[src/rtl/safe_reset_sequencer.sv]
// Safety-island reset sequencer: waits for a stable safety clock, releases domain
// resets one by one, re-asserts them on clock faults or software request, and escalates to a sticky FAULT.
module safe_reset_sequencer #(
  parameter int NUM_DOMAINS    = 4,
  parameter int STAGE_DLY      = 16,
  parameter int STABLE_TIMEOUT = 1024,
  parameter int FAULT_LIMIT    = 3
) (
  input  logic                   clk_safety_i,
  input  logic                   rst_n_safety_i,
  input  logic                   clk_stable_i,
  input  logic                   clk_fault_i,
  input  logic                   sw_rst_req_i,
  input  logic                   fault_clr_i,
  output logic [NUM_DOMAINS-1:0] rst_n_domain_o,
  output logic                   seq_busy_o,
  output logic [2:0]             seq_state_o,
  output logic                   safety_error_o,
  output logic [31:0]            safety_error_code_o
);

  localparam int TMAX = (STABLE_TIMEOUT > STAGE_DLY) ? STABLE_TIMEOUT : STAGE_DLY;
  localparam int TW   = $clog2(TMAX) + 1;
  localparam int IW   = $clog2(NUM_DOMAINS) + 1;
  localparam int FW   = $clog2(FAULT_LIMIT + 1);

  localparam logic [TW-1:0]          STAGE_END   = TW'(STAGE_DLY - 1);
  localparam logic [TW-1:0]          STABLE_END  = TW'(STABLE_TIMEOUT - 1);
  localparam logic [IW-1:0]          LAST_IDX    = IW'(NUM_DOMAINS - 1);
  localparam logic [FW-1:0]          FAULT_LIM_W = FW'(FAULT_LIMIT);
  localparam logic [NUM_DOMAINS-1:0] DOM_ONE     = NUM_DOMAINS'(1);
  localparam logic [31:0]            CODE_CLK_TIMEOUT = 32'hC001_0011;
  localparam logic [31:0]            CODE_FAULT_LIMIT = 32'hC001_0013;

  typedef enum logic [2:0] {
    ST_IDLE     = 3'd0,
    ST_WAIT_CLK = 3'd1,
    ST_RELEASE  = 3'd2,
    ST_RUN      = 3'd3,
    ST_ASSERT   = 3'd4,
    ST_FAULT    = 3'd5
  } state_e;

  state_e                 state_q, state_d;
  logic [TW-1:0]          timer_q, timer_d;
  logic [IW-1:0]          idx_q, idx_d;
  logic [FW-1:0]          fault_cnt_q, fault_cnt_d, fault_cnt_inc;
  logic [NUM_DOMAINS-1:0] dom_q, dom_d;
  logic [31:0]            code_q, code_d;
  logic                   busy_q, err_q;
  logic                   clk_bad;

  assign clk_bad       = clk_fault_i || !clk_stable_i;
  assign fault_cnt_inc = (fault_cnt_q < FAULT_LIM_W) ? fault_cnt_q + 1'b1 : fault_cnt_q;

  always_comb begin
    state_d     = state_q;
    timer_d     = (timer_q == '1) ? timer_q : timer_q + 1'b1;
    idx_d       = idx_q;
    fault_cnt_d = fault_cnt_q;
    dom_d       = dom_q;
    code_d      = code_q;
    unique case (state_q)
      ST_IDLE: state_d = ST_WAIT_CLK;
      ST_WAIT_CLK: begin
        if (clk_stable_i) begin
          state_d = ST_RELEASE;
          idx_d   = '0;
        end else if (timer_q == STABLE_END) begin
          state_d = ST_FAULT;
          code_d  = CODE_CLK_TIMEOUT;
        end
      end
      ST_RELEASE: begin
        // A clock problem wins over a release scheduled for the same edge.
        if (clk_bad) begin
          state_d     = ST_ASSERT;
          fault_cnt_d = fault_cnt_inc;
          dom_d       = '0;
        end else if (timer_q == STAGE_END) begin
          dom_d   = dom_q | (DOM_ONE << idx_q);
          idx_d   = idx_q + 1'b1;
          timer_d = '0;
          if (idx_q == LAST_IDX) state_d = ST_RUN;
        end
      end
      ST_RUN: begin
        if (clk_bad) begin
          state_d     = ST_ASSERT;
          fault_cnt_d = fault_cnt_inc;
          dom_d       = '0;
        end else if (sw_rst_req_i) begin
          state_d = ST_ASSERT;
          dom_d   = '0;
        end
      end
      ST_ASSERT: begin
        dom_d = '0;
        if (timer_q >= STAGE_END) begin
          timer_d = STAGE_END;
          if (fault_cnt_q >= FAULT_LIM_W) begin
            state_d = ST_FAULT;
            code_d  = CODE_FAULT_LIMIT;
          end else if (!sw_rst_req_i) begin
            state_d = ST_WAIT_CLK;
          end
        end
      end
      ST_FAULT: begin
        dom_d = '0;
        if (fault_clr_i) begin
          state_d     = ST_WAIT_CLK;
          fault_cnt_d = '0;
          code_d      = '0;
        end
      end
      default: begin
        state_d = ST_IDLE;
        dom_d   = '0;
      end
    endcase
    if (state_d != state_q) timer_d = '0;
  end

  always_ff @(posedge clk_safety_i or negedge rst_n_safety_i) begin
    if (!rst_n_safety_i) begin
      state_q     <= ST_IDLE;
      timer_q     <= '0;
      idx_q       <= '0;
      fault_cnt_q <= '0;
      dom_q       <= '0;
      code_q      <= '0;
      busy_q      <= 1'b1;
      err_q       <= 1'b0;
    end else begin
      state_q     <= state_d;
      timer_q     <= timer_d;
      idx_q       <= idx_d;
      fault_cnt_q <= fault_cnt_d;
      dom_q       <= dom_d;
      code_q      <= code_d;
      busy_q      <= (state_d != ST_RUN);
      err_q       <= (state_d == ST_FAULT);
    end
  end

  assign rst_n_domain_o      = dom_q;
  assign seq_busy_o          = busy_q;
  assign seq_state_o         = state_q;
  assign safety_error_o      = err_q;
  assign safety_error_code_o = code_q;

endmodule
[config.mk]
export PLATFORM = sky130hd
export DESIGN_NAME = safe_reset_sequencer
export DESIGN_NICKNAME = d
export VERILOG_FILES = /design/src/rtl/safe_reset_sequencer.sv
export SDC_FILE = /design/constraint.sdc
export NUM_CORES = 1
export LEC_CHECK = 0
export CORE_AREA = 2 2 63 65
export CTS_CLUSTER_DIAMETER = 60
export DETAILED_ROUTE_END_ITERATION = 10
export DIE_AREA = 0 0 65 67
export GPL_TIMING_DRIVEN = 0
export PLACE_DENSITY_LB_ADDON = 0.3
export SETUP_SLACK_MARGIN = 0.5
export SYNTH_ARGS = -nofsm -noshare
export SYNTH_HDL_FRONTEND = slang
export SYNTH_SLANG_ARGS = --single-unit
[constraint.sdc]
create_clock -name clk_safety_i -period 5.4 [get_ports clk_safety_i]
set_input_delay 0.81 -clock clk_safety_i [delete_from_list [all_inputs] [get_ports clk_safety_i]]
set_output_delay 0.81 -clock clk_safety_i [all_outputs]
set_load 0.02 [all_outputs]
==> results.toml, run 1 <==
[timing]
finalHoldViolations = 0
period_share_pct = 50.3
skew_ps = 3.82
fmax_mhz = 368
min_period_ps = 2710
grt_setup_unrepaired = "no"
setup_tns_ps = 0
slew_headroom_pct = 53.7
slew_viol_final = 0
finalSetupViolations = 0
tightestPinTransition_ps = 689

[synthesis]
ys_seq_area_share_pct = 35.5
synth.avg_cell_area_sq_um = 9.21
async_reset_ff_share_pct = 100
synth_top_family_by_area = "simple AND/OR/NAND/NOR gates"
synthXorXnorAreaFrac_pct = 2.76
yosysWarningCount = 0
synth_mux_area_share_pct = 3.35
synth_adder_area_share_pct = 4.60
synth_ff_type = "dfrtp_1"
synth_edf_count = 0
synth.ff_latch_count = 27
syn-instance-count = 207
netlist_area_sq_um = 1910
yosysUniqueCellTypes = 50
synth_compound_area_share_pct = 13.5
synth-simple-area-share_pct = 24.9

[worst_setup_path]
cp_top_family = "simple AND/OR/NAND/NOR gates"
critPathCaptureType = "register"
crit_arrival_ps = 2860
r2r_slack_ps = 3100
critPathLaunchType = "primary input"
endpoint = "timer_q[0]"
regToRegEndpoint = "timer_q[0]"
crit_slowest_cell = "nor3_1"
startpoint = "clk_stable_i"
r2r_cells = 7
path_max_fanout = 10
crit_chain = "clkdlybuf4s50_1, nand2b_1, nor3_1, nand3_1, o21ai_1, buf_2, nor3_1"
crit_buf_inv = 2
cp.depth = 7
critPathRequiredTime_ps = 5550
crit_type = "primary input to register"
crit_path_frequent_cell = "nor3_1"
r2r-start = "seq_state_o[2]"
max_stage_delay_ps = 610

[global_route]
grt-ovfl-total = 0
grt.total_usage_pct = 18.4
grt_pass1_vias = 1381
antenna_found_initial = 0
grt_first_pass_wirelength_um = 6330
grt_max_degree = 28

[worst_hold_path]
hold_path.class = "register to register"
hold_depth = 1

[flow_run]
drv_cap = 0

[clock_network]
clkLatencyLatePin_ps = 270
htree_levels = 1
post_cts_resized = 0
cts_tree = "done"
clockBufferDepth = 2
root_buffer = "clkbuf_8"
post_cts_buffers = 0
cts_sinks = 27
clk_pin_slew_ps = 90
hold_buffers = 0
cts_made_buffers = 3

[pwr]
power_density_nw_per_um2 = 357
vdd_drop_max_mv = 0.224
p_leak_uw = 0.00109
power_uw = 821

[drt]
first_iter_violations = 133
met3_length_um = 218
drtAntennaViolNets = 0
wire_per_inst_um = 12.3
wl_met1_um = 1740
first_pass_iters = 4
routed_wl_um = 3750
drc = 0
top_layer = "met4"
met2_length_um = 1770
vias_per_cell = 5.10
via_count = 1551

[layout]
regArea_sq_um = 677
drive_above_1_share_pct = 20.3
n_antenna_cell = 0
syn2layout_area_growth_pct = 20.7
nets = 270
n_fill_cell = 330
multi_input_area_sq_um = 1030

[floorplan]
io_pins = 47
start_util_pct = 52.8
core_sq_um = 3610
fp.dieW_um = 65
fp-row-count = 22
dieArea_sq_um = 4360
die_h_um = 67

[placement]
portBuffers = 20
place_congestion = 0.854
dp_hpwl_um = 2750

[status]
outcome = "finished clean"
-- where the power goes --
part	total (uW)	internal, uW	switching (uW)
combinational	438	202	236
sequential	269	237	32.0
clock	113	52.8	60.5
-- layer usage --
layer  global-route usage, %  vias to the layer above
met5                       0                        -
met4                    4.79                        0
met3                    3.89                        2
met2                    30.4                       47
met1                    24.5                      718
li1                        -                      784
-- worst min path at each step --
| stage | startpoint | to | slack, ps |
|---|---|---|---|
| floorplan | fault_cnt_q[1] | fault_cnt_q[1] | 470 |
| global placement | rst_n_domain_o[3] | rst_n_domain_o[3] | 480 |
| detailed placement | rst_n_domain_o[3] | rst_n_domain_o[3] | 480 |
| CTS | rst_n_domain_o[3] | rst_n_domain_o[3] | 510 |
| global route | rst_n_domain_o[3] | rst_n_domain_o[3] | 530 |
| finish | rst_n_domain_o[3] | rst_n_domain_o[3] | 510 |
-- per-stage QoR --
stage	setup WS (ps)	area (sq um)	utilization [%]	hold slack (ps)	cells
floorplan	3300	2000	-	470	232
global route	2530	2300	63.8	530	304
CTS	2690	2300	63.9	508	304
detailed placement	2410	2260	62.7	482	300
finish	2690	2300	63.8	506	304
global placement	2390	2260	62.7	478	300
-- area by class of cell --
class / count / share of cell area [%]
well taps: 48 / 2.61
clock buffers: 4 / 1.96
flip-flops and latches: 27 / 29.4
repair buffers: 20 / 8.49
inverters: 8 / 1.31
plain buffers: 36 / 11.3
multi-input cells: 161 / 44.9
-- placed cells by master, fill, tap and decap left out, types with 3 or more instances in the layout --
cell type	count
inv_1	8
nor4_2	4
xor2_1	3
conb_1	26
clkdlybuf4s50_1	19
o21ai_0	8
a211oi_1	3
buf_4	30
xnor2_1	3
ha_1	7
nor2_1	15
mux2i_1	3
dfrtp_1	26
mux2_2	3
a21oi_1	12
buf_2	4
nand3_1	9
nand2_1	14
nor3_1	10
nor3b_1	3
nand2b_1	3
clkbuf_8	3
-- cell families (layout without fill, tap and decap cells) --
kind of cell	Yosys count	in the layout
XOR/XNOR	6	6
flip-flops	27	27
AND/OR/NAND/NOR	77	77
other	1	26
multiplexers	6	6
AO/OA/AOI/OAI	39	39
adder cells (fa/ha/maj)	7	7
buffers and inverters	44	68
-- worst register-to-register path, cell delays in order (launching register included) --
cell	delay, ps
dfrtp_1	410
clkbuf_1	220
nand2b_1	280
nor3_1	570
nand3_1	190
o21ai_1	140
buf_2	290
nor3_1	100
-- Yosys cell counts (3+ instances only) --
cell type | instances | area [sq um]
mux2i_1 | 3 | 30.0
xnor2_1 | 3 | 26.3
nor2_1 | 15 | 56.3
a21oi_1 | 12 | 60.1
buf_2 | 3 | 15.0
buf_4 | 30 | 225
o21ai_0 | 8 | 40.0
nand2_1 | 14 | 52.6
mux2_2 | 3 | 33.8
nor3_1 | 10 | 50.1
nor4_2 | 4 | 50.1
ha_1 | 7 | 87.6
inv_1 | 8 | 30.0
dfrtp_1 | 26 | 651
nand3_1 | 9 | 45.0
xor2_1 | 3 | 26.3
nor3b_1 | 3 | 22.5
a211oi_1 | 3 | 22.5
nand2b_1 | 3 | 18.8
-- sequential cells by signal, indices dropped and copies added (netlist names) --
name,flops
fault_cnt_q,2
idx_q,3
rst_n_domain_o,4
safety_error_code_o,2
safety_error_o,1
seq_busy_o,1
seq_state_o,3
timer_q,11
Note: power is estimated with default switching activity, not from simulation.
==> run 2, diff against run 1 <==
- CORE_AREA: 2 2 63 65 -> 2 2 66 68
- DIE_AREA: 0 0 65 67 -> 0 0 68 70
- clock period: 5.4 -> 2.66 ns (I/O delays scaled with it)
==> results.toml, run 2 (same netlist as run 1, synthesis figures left out) <==
[floorplan]
start_util_pct = 46.0
fp.dieW_um = 68
fp-row-count = 24
dieArea_sq_um = 4760
die_h_um = 70
io_pins = 47
core_sq_um = 4140

[drt]
wire_per_inst_um = 12.3
first_pass_iters = 4
via_count = 1528
drc = 0
vias_per_cell = 4.94
drtAntennaViolNets = 0
first_iter_violations = 113
routed_wl_um = 3790

[layout]
syn2layout_area_growth_pct = 22.8
largest_reg_flops = 11
layout_commonest_cell = "buf_4"
nets = 271
multi_input_area_sq_um = 1050
regArea_sq_um = 677
n_antenna_cell = 0
regMostFlops = "timer_q"
n_fill_cell = 369
drive_above_1_share_pct = 23.7
final_cell_mix = "31 x buf_4, 26 x conb_1, 26 x dfrtp_1"

[timing]
hold_slack_ps = 124
grt_setup_unrepaired = "no"
finalSetupViolations = 0
setup_tns_ps = 0
fmax_mhz = 492
slew_viol_final = 0
period_share_pct = 76.4
finalHoldViolations = 0
tightestPinTransition_ps = 627
slew_headroom_pct = 58.2
min_period_ps = 2030
skew_ps = 1.96

[global_route]
grt_pass1_vias = 1410
grt-ovfl-total = 0
antenna_found_initial = 0
grt.total_usage_pct = 17.2
grt_max_degree = 28
grt_first_pass_wirelength_um = 6380

[pwr]
p_int_uw = 1010
power.share.switching_pct = 40.8
p_comb_share_pct = 53.4
vdd_drop_max_mv = 0.298
seqPwrFrac_pct = 32.0
power_density_nw_per_um2 = 727
p_leak_uw = 0.00109
p_clk_share_pct = 14.6
switchingPower_uw = 694

[worst_setup_path]
crit_chain = "nor4_4, o211ai_2, and4b_1, or3_4, buf_6, nor4_2"
cp_top_family = "simple AND/OR/NAND/NOR gates"
crit_slowest_cell = "dfrtp_1"
crit_buf_inv = 1
crit_type = "register to register"
critPathCaptureType = "register"
max_stage_delay_ps = 450
critPathRequiredTime_ps = 2850
critPathLaunchType = "register"
crit_arrival_ps = 2220
path_max_fanout = 10

[clock_network]
cts_sinks = 27
clk_pin_slew_ps = 100
clkLatencyLatePin_ps = 280
clockBufferDepth = 2
hold_buffers = 0
cts_tree = "done"
root_buffer = "clkbuf_8"
htree_levels = 1
cts_made_buffers = 3

[flow_run]
drv_cap = 0

[worst_hold_path]
hold_path.class = "primary input to async pin"

[status]
outcome = "finished clean"

[placement]
place_congestion = 0.905
portBuffers = 20
dp_hpwl_um = 2820
## run 2: stage by stage
step | setup WS [ps] | instances | util (%) | instance area [sq um] | power [uW]
floorplan | 683 | 232 | - | 2000 | 1180
global placement | 115 | 304 | 54.6 | 2260 | 1430
detailed placement | 147 | 304 | 54.6 | 2260 | 1440
CTS | 546 | 308 | 56.1 | 2320 | 1700
global route | 504 | 309 | 56.5 | 2340 | 1810
finish | 628 | 309 | 56.5 | 2340 | 1700
## run 2: worst register-to-register path, stage by stage (launching register included)
cell,delay (ps)
dfrtp_1,450
nor4_4,360
o211ai_2,180
and4b_1,210
or3_4,340
buf_6,160
nor4_2,240
## run 2: repair_timing
item | in CTS | in global routing
pin swaps | 1 | 2
resized for setup | 2 | 7
setup buffers | 0 | 1
setup endpoints to repair | 12 | 10
## run 2: final timing paths
path / from / end / slack [ps] / cells past startpoint
min: rst_n_safety_i / safety_error_code_o[1] / 120 / 1
max: timer_q[10] / timer_q[7] / 630 / 6
min reg2reg: rst_n_domain_o[3] / rst_n_domain_o[3] / 500 / 1
min in group clk_safety_i: rst_n_domain_o[3] / rst_n_domain_o[3] / 500 / 1
max in group asynchronous: rst_n_safety_i / idx_q[1] / 2130 / 1
max reg2reg: timer_q[10] / timer_q[7] / 630 / 6
## run 2: per-layer routing
layer,GRT usage [%],vias to the layer above,share of wire [%]
li1,-,783,-
met3,2.09,5,4.8
met4,5.11,0,1.2
met5,0,-,0
met1,23.0,699,46
met2,28.5,41,48
## run 2: layout make-up
type	instances	share of cell area [%]
multi-input cells	161	45.0
clock inverters	1	0.321
inverters	8	1.28
repair buffers	21	8.66
flip-flops and latches	27	28.9
clock buffers	3	1.76
well taps	52	2.78
plain buffers	36	11.3
## run 2: power groups by stage
stage	Clock, uW	Combinational [uW]	Sequential [uW]
2_1_floorplan	0	586	590
3_3_place_gp	0	881	548
3_5_place_dp	0	893	551
4_1_cts	252	901	544
5_1_grt	264	990	558
6_report	249	909	544
